### config.mk
export PLATFORM = sky130hd
export DESIGN_NAME = pcie_c2f_assembler_flat
export DESIGN_NICKNAME = d
export VERILOG_FILES = /design/src/rtl/pcie_c2f_assembler_if.sv /design/src/rtl/pcie_c2f_assembler.sv /design/src/flat_wrapper.sv
export SDC_FILE = /design/constraint.sdc
export NUM_CORES = 2
export LEC_CHECK = 0
export CAP_MARGIN = 20
export CORE_MARGIN = 3
export CORE_UTILIZATION = 50
export CTS_BUF_LIST = sky130_fd_sc_hd__clkbuf_16
export DETAILED_ROUTE_END_ITERATION = 6
export PLACE_DENSITY = 0.68
export SLEW_MARGIN = 20
export SYNTH_ARGS = -nofsm -noshare
export SYNTH_HDL_FRONTEND = slang
export SYNTH_SLANG_ARGS = --single-unit
### constraint.sdc
create_clock -name clk -period 10.2 [get_ports clk]
set_clock_uncertainty 0.1 [all_clocks]
set_input_delay 1.02 -clock clk [delete_from_list [all_inputs] [get_ports clk]]
set_output_delay 1.02 -clock clk [all_outputs]
set_load 0.01 [all_outputs]
### src/rtl/pcie_c2f_assembler_if.sv
// Register-bus write port and FWFT commit stream of the c2f write assembler.
// The master side is the host/consumer; the slave side is the assembler.
interface pcie_c2f_assembler_if #(
    parameter int DATA_WORDS = 2,
    parameter int ADDR_WIDTH = 32,
    parameter int REG_IDX_W  = 8,
    parameter int FIFO_DEPTH = 16
);
    localparam int LVL_W = $clog2(FIFO_DEPTH) + 1;

    logic [REG_IDX_W-1:0]    rx_index;
    logic [31:0]             rx_data;
    logic                    rx_valid;
    logic [ADDR_WIDTH-1:0]   c2f_addr;
    logic [32*DATA_WORDS-1:0] c2f_data;
    logic                    c2f_valid;
    logic                    c2f_ready;
    logic [LVL_W-1:0]        level;
    logic                    overflow;

    modport master (
        output rx_index, rx_data, rx_valid, c2f_ready,
        input  c2f_addr, c2f_data, c2f_valid, level, overflow
    );

    modport slave (
        input  rx_index, rx_data, rx_valid, c2f_ready,
        output c2f_addr, c2f_data, c2f_valid, level, overflow
    );
endinterface

### src/rtl/pcie_c2f_assembler.sv
// Assembles host 32-bit register writes into wide {addr, data} commits and queues them
// in a FWFT FIFO with registered head outputs, optional address auto-increment and overflow flag.
module pcie_c2f_assembler #(
    parameter int DATA_WORDS = 2,
    parameter int ADDR_WIDTH = 32,
    parameter int REG_IDX_W  = 8,
    parameter int BASE_REG   = 253,
    parameter int FIFO_DEPTH = 16
) (
    input logic                 clk,
    input logic                 rst,
    pcie_c2f_assembler_if.slave bus
);
    localparam int DATA_W = 32 * DATA_WORDS;
    localparam int PTR_W  = $clog2(FIFO_DEPTH);
    localparam int LVL_W  = $clog2(FIFO_DEPTH) + 1;

    localparam logic [31:0] IDX_CTRL = 32'(BASE_REG - 1);
    localparam logic [31:0] IDX_ADDR = 32'(BASE_REG);

    logic [31:0]           idx;
    logic                  wr_ctrl;
    logic                  wr_addr;
    logic                  wr_top;
    logic [DATA_WORDS-1:0] word_sel;

    logic [ADDR_WIDTH-1:0] staging_addr;
    logic [31:0]           staging_data [DATA_WORDS];
    logic                  auto_inc;

    logic [ADDR_WIDTH-1:0] mem_addr [FIFO_DEPTH];
    logic [DATA_W-1:0]     mem_data [FIFO_DEPTH];
    logic [PTR_W-1:0]      rd_ptr;
    logic [PTR_W-1:0]      wr_ptr;
    logic [PTR_W-1:0]      rd_next;
    logic [LVL_W-1:0]      count;
    logic [LVL_W-1:0]      count_next;

    logic                  pop;
    logic                  full;
    logic                  push;
    logic                  reject;
    logic                  bypass;
    logic [DATA_W-1:0]     push_data;

    assign idx     = 32'(bus.rx_index);
    assign wr_ctrl = bus.rx_valid && (idx == IDX_CTRL);
    assign wr_addr = bus.rx_valid && (idx == IDX_ADDR);

    always_comb begin
        word_sel = '0;
        for (int k = 0; k < DATA_WORDS; k++) begin
            word_sel[k] = bus.rx_valid && (idx == 32'(BASE_REG + 1 + k));
        end
    end

    assign wr_top = word_sel[DATA_WORDS-1];

    // Top word comes straight from the bus so the commit carries this cycle's write.
    always_comb begin
        push_data = '0;
        for (int k = 0; k < DATA_WORDS - 1; k++) begin
            push_data[32*k +: 32] = staging_data[k];
        end
        push_data[32*(DATA_WORDS-1) +: 32] = bus.rx_data;
    end

    // A pop in the same cycle frees a slot, so a full FIFO still accepts the commit.
    assign pop    = bus.c2f_valid && bus.c2f_ready;
    assign full   = (count == LVL_W'(FIFO_DEPTH));
    assign push   = wr_top && (!full || pop);
    assign reject = wr_top && full && !pop;

    always_comb begin
        case ({push, pop})
            2'b10:   count_next = count + LVL_W'(1);
            2'b01:   count_next = count - LVL_W'(1);
            default: count_next = count;
        endcase
    end

    assign rd_next = rd_ptr + PTR_W'(pop);

    // The pushed entry becomes the head when nothing older remains after this edge.
    assign bypass = push && ((count == '0) || ((count == LVL_W'(1)) && pop));

    always_ff @(posedge clk or posedge rst) begin
        if (rst) begin
            staging_addr <= '0;
            auto_inc     <= 1'b0;
            bus.overflow <= 1'b0;
            for (int k = 0; k < DATA_WORDS; k++) begin
                staging_data[k] <= '0;
            end
        end else begin
            for (int k = 0; k < DATA_WORDS; k++) begin
                if (word_sel[k]) begin
                    staging_data[k] <= bus.rx_data;
                end
            end
            if (wr_addr) begin
                staging_addr <= bus.rx_data[ADDR_WIDTH-1:0];
            end else if (push && auto_inc) begin
                staging_addr <= staging_addr + ADDR_WIDTH'(1);
            end
            if (wr_ctrl) begin
                auto_inc <= bus.rx_data[1];
                if (bus.rx_data[0]) begin
                    bus.overflow <= 1'b0;
                end
            end
            if (reject) begin
                bus.overflow <= 1'b1;
            end
        end
    end

    always_ff @(posedge clk) begin
        if (push) begin
            mem_addr[wr_ptr] <= staging_addr;
            mem_data[wr_ptr] <= push_data;
        end
    end

    always_ff @(posedge clk or posedge rst) begin
        if (rst) begin
            rd_ptr        <= '0;
            wr_ptr        <= '0;
            count         <= '0;
            bus.c2f_valid <= 1'b0;
            bus.c2f_addr  <= '0;
            bus.c2f_data  <= '0;
        end else begin
            count  <= count_next;
            rd_ptr <= rd_next;
            if (push) begin
                wr_ptr <= wr_ptr + PTR_W'(1);
            end
            bus.c2f_valid <= (count_next != '0);
            if (count_next == '0) begin
                bus.c2f_addr <= '0;
                bus.c2f_data <= '0;
            end else if (bypass) begin
                bus.c2f_addr <= staging_addr;
                bus.c2f_data <= push_data;
            end else begin
                bus.c2f_addr <= mem_addr[rd_next];
                bus.c2f_data <= mem_data[rd_next];
            end
        end
    end

    assign bus.level = count;
endmodule

### src/flat_wrapper.sv
// flat-port wrapper written by rule: the top's interface ports become plain ports
module pcie_c2f_assembler_flat 
#(
    parameter int DATA_WORDS = 2,
    parameter int ADDR_WIDTH = 32,
    parameter int REG_IDX_W  = 8,
    parameter int BASE_REG   = 253,
    parameter int FIFO_DEPTH = 16
)
  (clk, rst, bus_rx_index, bus_rx_data, bus_rx_valid, bus_c2f_ready, bus_c2f_addr, bus_c2f_data, bus_c2f_valid, bus_level, bus_overflow);
  pcie_c2f_assembler_if #(.DATA_WORDS(DATA_WORDS), .ADDR_WIDTH(ADDR_WIDTH), .REG_IDX_W(REG_IDX_W), .FIFO_DEPTH(FIFO_DEPTH)) bus_i ();
  input logic clk;
  input logic rst;
  input wire logic [$bits(bus_i.rx_index)-1:0] bus_rx_index;
  input wire logic [$bits(bus_i.rx_data)-1:0] bus_rx_data;
  input wire logic [$bits(bus_i.rx_valid)-1:0] bus_rx_valid;
  input wire logic [$bits(bus_i.c2f_ready)-1:0] bus_c2f_ready;
  output wire logic [$bits(bus_i.c2f_addr)-1:0] bus_c2f_addr;
  output wire logic [$bits(bus_i.c2f_data)-1:0] bus_c2f_data;
  output wire logic [$bits(bus_i.c2f_valid)-1:0] bus_c2f_valid;
  output wire logic [$bits(bus_i.level)-1:0] bus_level;
  output wire logic [$bits(bus_i.overflow)-1:0] bus_overflow;
  assign bus_i.rx_index = bus_rx_index;
  assign bus_i.rx_data = bus_rx_data;
  assign bus_i.rx_valid = bus_rx_valid;
  assign bus_i.c2f_ready = bus_c2f_ready;
  assign bus_c2f_addr = bus_i.c2f_addr;
  assign bus_c2f_data = bus_i.c2f_data;
  assign bus_c2f_valid = bus_i.c2f_valid;
  assign bus_level = bus_i.level;
  assign bus_overflow = bus_i.overflow;
  pcie_c2f_assembler #(.DATA_WORDS(DATA_WORDS), .ADDR_WIDTH(ADDR_WIDTH), .REG_IDX_W(REG_IDX_W), .BASE_REG(BASE_REG), .FIFO_DEPTH(FIFO_DEPTH)) u_core (.clk(clk), .rst(rst), .bus(bus_i));
endmodule
# Word level (Yosys, flattened, before mapping)
# Memories as Yosys holds them, arrays and structs flattened.
# Index checks and enable logic that the tools add are counted.
# totals
mem_bits_rw	1536
output_inout_bits	103
register_bits	176
memories	2
in_bits	44
elab_cells	59
# classes
n_reduce_logical	22
n_mux	12
add_sub_neg	5
eq_ne	8
# mem_list
memory	words	word_bits	read_ports	rd_ports_with_merged_regs	wr	line	text
u_core.mem_data	16	64	1	0	1	pcie_c2f_assembler.sv:32	logic [DATA_W-1:0] mem_data [FIFO_DEPTH];
u_core.mem_addr	16	32	1	0	1	pcie_c2f_assembler.sv:31	logic [ADDR_WIDTH-1:0] mem_addr [FIFO_DEPTH];
# op_table
operator	n
32-bit 2-to-1 mux	4
64-bit 2-to-1 mux	2
32-bit by 1-bit adder with 32-bit output (second input constant)	1
8-bit == test (second input constant)	4
1-bit logical AND	11
5-bit logical NOT	2
5-bit one-hot mux with 2 select lines	1
2-bit nonzero test	3
5-bit by 1-bit adder with 5-bit output (second input constant)	1
5-bit by 1-bit == test with 1-bit output (second input constant)	1
5-bit == test (second input constant)	1
1-bit 2-to-1 mux	5
5-bit nonzero test	1
5-bit by 1-bit subtractor with 5-bit output (second input constant)	1
4-bit by 1-bit adder with 4-bit output	1
4-bit by 1-bit adder with 4-bit output (second input constant)	1
2-bit by 1-bit == test with 1-bit output (second input constant)	1
2-bit == test (second input constant)	1
1-bit logical NOT	2
1-bit logical OR	2
2-bit AND reduction	1

# Logic depth before layout (Yosys ltp)
# depth
depth_word	8
mapped_depth	13
depth_no_buf	10

# Least setup slack after synthesis
# No wires, ideal clock.
# synth_timing
kind	input -> register
start	input bus_rx_valid
end	memory u_core.mem_addr[3][0], enable pin
n_path_buf	0
setup_ns	0.668
required_time_ns	9.432
path_slack_ns	0.960
stages	5
arrival_time_ns	8.472
path_cell_list	and4_1 nand3_2 nor2_1 nand2_1 nor3_1
# synth_via
elab_chain_cells	4
# synth_lines
element	line	text
start: declaration	flat_wrapper.sv:16	input wire logic [$bits(bus_i.rx_valid)-1:0] bus_rx_valid;
1-bit logical AND	pcie_c2f_assembler.sv:53	word_sel[k] = bus.rx_valid && (idx == 32'(BASE_REG + 1 + k));
1-bit logical AND	pcie_c2f_assembler.sv:71	assign push = wr_top && (!full || pop);
1-bit 2-to-1 mux	pcie_c2f_assembler.sv:119	if (push) begin
1-bit 2-to-1 mux (not written as such)	pcie_c2f_assembler.sv:120	mem_addr[wr_ptr] <= staging_addr;
end: declaration	pcie_c2f_assembler.sv:31	
# Every way passes these cells.

# Worst setup path in the final report
# layout_timing
start	input bus_c2f_ready
end	register u_core.bus.c2f_data[36]
# layout_via
elab_chain_cells	7
word_cells_on_any_way	14
cone_classes	add/sub (1); eq/ne (2); mux (3); reduce/logical (7); memory (1)
# layout_lines
element	line	text
start: declaration	flat_wrapper.sv:17	input wire logic [$bits(bus_i.c2f_ready)-1:0] bus_c2f_ready;
1-bit logical AND *	pcie_c2f_assembler.sv:69	assign pop = bus.c2f_valid && bus.c2f_ready;
branches (longest 5 deep; another with memory 16 x 64 bit)	-	
64-bit 2-to-1 mux *	pcie_c2f_assembler.sv:140	if (count_next == '0) begin
end signal: assignment	pcie_c2f_assembler.sv:145	bus.c2f_data <= push_data;
end signal: assignment	pcie_c2f_assembler.sv:148	bus.c2f_data <= mem_data[rd_next];
end: declaration	pcie_c2f_assembler_if.sv:28	output c2f_addr, c2f_data, c2f_valid, level, overflow
# Every way passes the cells marked *.
# A chain may end at the register's enable or synchronous reset.

==> results.py <==
metrics = {
    "routing": {
        "drtPass1Iterations": 5,
        "top_layer_used": "met5",
        "drtIter0Drc": 4104,
        "ant_nets": 0,
        "wl_um": 162000,
        "wl_met1_um": 63600,
        "wl_met3_um": 14000,
        "wl_met2_um": 79400,
        "routed_via_density": 6.25,
        "drc": 0,
        "vias": 32900,
        "detail_route.wl_per_cell_um": 30.7,
    },
    "setup_path": {
        "cp_max_fo": 168,
        "worst_r2r_path_depth": 12,
        "critical_path_class": "in -> reg",
        "r2r_setup_slack_ns": 5.78,
        "cp.required_ns": 10.73,
        "reg2reg_from": "u_core.bus.c2f_valid$_DFF_PP0_",
        "start_kind": "primary input",
        "r2r-end": "u_core.bus.c2f_data[36]$_DFF_PP0_",
        "end_kind": "register",
        "worstPathArrival_ns": 5.24,
    },
    "die": {
        "dieArea_sq_mm": 0.137,
        "rows": 132,
        "die_h_um": 370,
        "core_sq_mm": 0.131,
        "start_util": 0.507,
        "fp.dieW_um": 370,
        "ioPinCount": 147,
    },
    "synthesis": {
        "synth.most_common_cell": "edfxtp_1",
        "synth_top_area_cell": "edfxtp_1",
        "syn_inst": 3166,
        "synth.net_count": 3221,
        "synth-edff-count": 1536,
        "syn-cell-area_sq_mm": 0.0663,
        "netlist.area_leader.share": 0.696,
        "syn_avg_cell_area_sq_um": 20.9,
        "yosysSeqAreaShare": 0.762,
        "yosysWarningCount": 0,
        "synth_common_cells": "1536 x edfxtp_1, 385 x mux4_2, 195 x a21oi_1",
        "synth_top_flop_cell": "edfxtp_1",
        "ys_async_sr_fraction": 0.103,
        "ys_top_cells_by_area": "edfxtp_1 70%, mux4_2 13%, dfrtp_1 6.6%",
        "synthDistinctLibCells": 55,
        "ys_ff_latch": 1712,
    },
    "clocking": {
        "cts_inserted_buffers": 170,
        "h-tree-depth": 4,
        "cts_hold_buf": 0,
        "cts_tree": "built",
        "clk_latency_ns": 0.81,
        "postCtsSetupRepairBufs": 0,
        "cts_resized": 0,
        "cts.sinks": 1712,
        "clockRootBuffer": "clkbuf_16",
        "path_clk_slew_ns": 0.06,
        "cts.path.max_buffers": 3,
    },
    "final_layout": {
        "nets": 3429,
        "fillers": 9362,
        "drive_gt1_frac": 0.217,
        "utilization": 0.575,
        "syn_to_final_growth_pct": 13.3,
    },
    "grt": {
        "grtUsageTotal": 0.240,
        "grt_max_degree": 169,
        "overflow": 0,
        "grt_pass1_wl_um": 237000,
        "antenna_found_initial": 17,
        "grt_pass1_vias": 34600,
    },
    "power_and_ir_drop": {
        "ir_drop_v": 0.000372,
        "p_sw_w": 0.00636,
        "power_frac_seq": 0.391,
        "p_leak_nw": 25.6,
        "power.density_mw_per_mm2": 277,
        "p_int_w": 0.0144,
        "p_comb_frac": 0.327,
        "p_sw_frac": 0.306,
        "clockPowerShare": 0.282,
    },
    "flow_run": {
        "max_cap_violations": 0,
    },
    "placement": {
        "port_buffers": 146,
        "hpwl_um": 82000,
        "gp_congestion": 0.787,
    },
    "timing": {
        "rsz0062_at_grt": "no",
        "period_needed_ns": 4.70,
        "hold_viol": 0,
        "fin_setup_tns_ns": 0,
        "setup_violations": 0,
        "worst_pin_slew_ns": 1.16,
        "clock.fmax_ghz": 0.213,
        "slew_viol_final": 0,
        "slew_headroom": 0.227,
        "holdWs_ns": 0.417,
        "post-route-period-util": 0.461,
    },
    "min_path": {
        "hold_depth": 1,
        "min_to": "u_core.rd_ptr[3]$_DFF_PP0_",
        "hp-start": "u_core.rd_ptr[3]$_DFF_PP0_",
        "hp-class": "reg -> reg",
    },
    "outcome": {
        "status": "finished, final reports clean",
    },
}
worst max-delay path, stage by stage:
cell             delay (ns)
clkdlybuf4s50_1        0.42
nand2_1                0.31
inv_1                  0.19
ha_4                   0.22
ha_4                   0.17
xor2_4                 0.20
buf_12                 0.72
buf_4                  0.87
mux4_2                 0.42
mux2i_1                0.14
a21oi_1                0.10
mux2i_1                0.23
a21oi_1                0.09
routing by layer:
metal | up-vias | GRT usage
li1 | 13500 | -
met5 | - | 0
met2 | 1513 | 0.392
met3 | 295 | 0.0550
met4 | 14 | 0.0690
met1 | 17600 | 0.326
final cells by class:
cell class | count | area [sq um] | share of cell area
sequential | 1712 | 50500 | 0.673
tap | 1742 | 2180 | 0.0290
clock inverter | 142 | 842 | 0.0112
inverter | 11 | 48.8 | 0.000650
timing repair buffer | 221 | 2070 | 0.0276
antenna | 6 | 15.0 | 0.000200
clock buffer | 175 | 4380 | 0.0583
multi-input combinational | 1258 | 15000 | 0.200
worst max-delay path by stage:
stage,startpoint,endpoint,slack [ns]
after floorplan,bus_rx_valid,u_core.mem_addr[3][0]$_DFFE_PP_,0.96
after global placement,bus_c2f_ready,u_core.bus.c2f_data[1]$_DFF_PP0_,4.77
after detailed placement,bus_c2f_ready,u_core.bus.c2f_data[36]$_DFF_PP0_,4.73
after CTS,bus_c2f_ready,u_core.bus.c2f_data[36]$_DFF_PP0_,5.58
final,bus_c2f_ready,u_core.bus.c2f_data[36]$_DFF_PP0_,5.50
after global routing,bus_c2f_ready,u_core.bus.c2f_data[1]$_DFF_PP0_,5.25
sequential cells by signal, summed over array words and instances (netlist names):
signal	flops
u_core.bus.c2f_data	64
u_core.rd_ptr	4
u_core.bus.c2f_valid	1
u_core.auto_inc	1
u_core.bus.overflow	1
u_core.staging_addr	32
u_core.wr_ptr	4
u_core.bus.level	5
u_core.mem_data	1024
u_core.bus.c2f_addr	32
u_core.push_data	32
u_core.mem_addr	512
metrics by stage:
step | setup slack [ns] | power [W] | std cells | area (sq um)
after detailed placement | 4.73 | 0.0152 | 4943 | 69900
after global routing | 5.25 | 0.0218 | 5261 | 75100
after floorplan | 0.960 | 0.0132 | 3166 | 66300
final | 5.50 | 0.0208 | 5267 | 75100
after global placement | 4.77 | 0.0151 | 4943 | 69900
after CTS | 5.58 | 0.0210 | 5260 | 75100
cell families (layout without fill, tap and decap cells):
kind of cell    after synthesis  after routing  share of synthesized area
buf+inv                     196            549                     0.0137
flops                      1712           1712                      0.762
compound gates              354            354                     0.0319
other cells                   0              6                          0
fa+ha+maj                    11             11                    0.00208
simple gates                260            260                     0.0214
mux                         613            613                      0.166
xor+xnor                     20             20                    0.00264
cells in the final DEF (no fill, tap or decap), types with 13 or more instances in the layout:
| cell type | Yosys | routed |
|---|---|---|
| edfxtp_1 | 1536 | 1536 |
| mux4_2 | 385 | 385 |
| a21oi_1 | 195 | 195 |
| mux2i_1 | 189 | 189 |
| dfrtp_1 | 176 | 176 |
| clkbuf_16 | 0 | 175 |
| clkdlybuf4s50_1 | 0 | 139 |
| nor2b_1 | 90 | 90 |
| a211oi_1 | 89 | 89 |
| buf_4 | 5 | 67 |
| inv_1 | 11 | 62 |
| nand2_1 | 62 | 62 |
| clkinv_1 | 0 | 41 |
| mux2_2 | 39 | 39 |
| o21ai_0 | 28 | 28 |
| clkinv_2 | 0 | 23 |
| nor2_1 | 33 | 21 |
| nand3_1 | 15 | 15 |
| xnor2_1 | 14 | 13 |
power groups by stage:
stage               logic [W]  clock network, W  registers, W
global placement      0.00679                 0       0.00828
detailed placement    0.00688                 0       0.00828
global route          0.00737           0.00623       0.00815
floorplan             0.00490                 0       0.00826
CTS                   0.00691           0.00594       0.00814
finish                0.00680           0.00585       0.00813
Power figures use the tool's default switching activity.
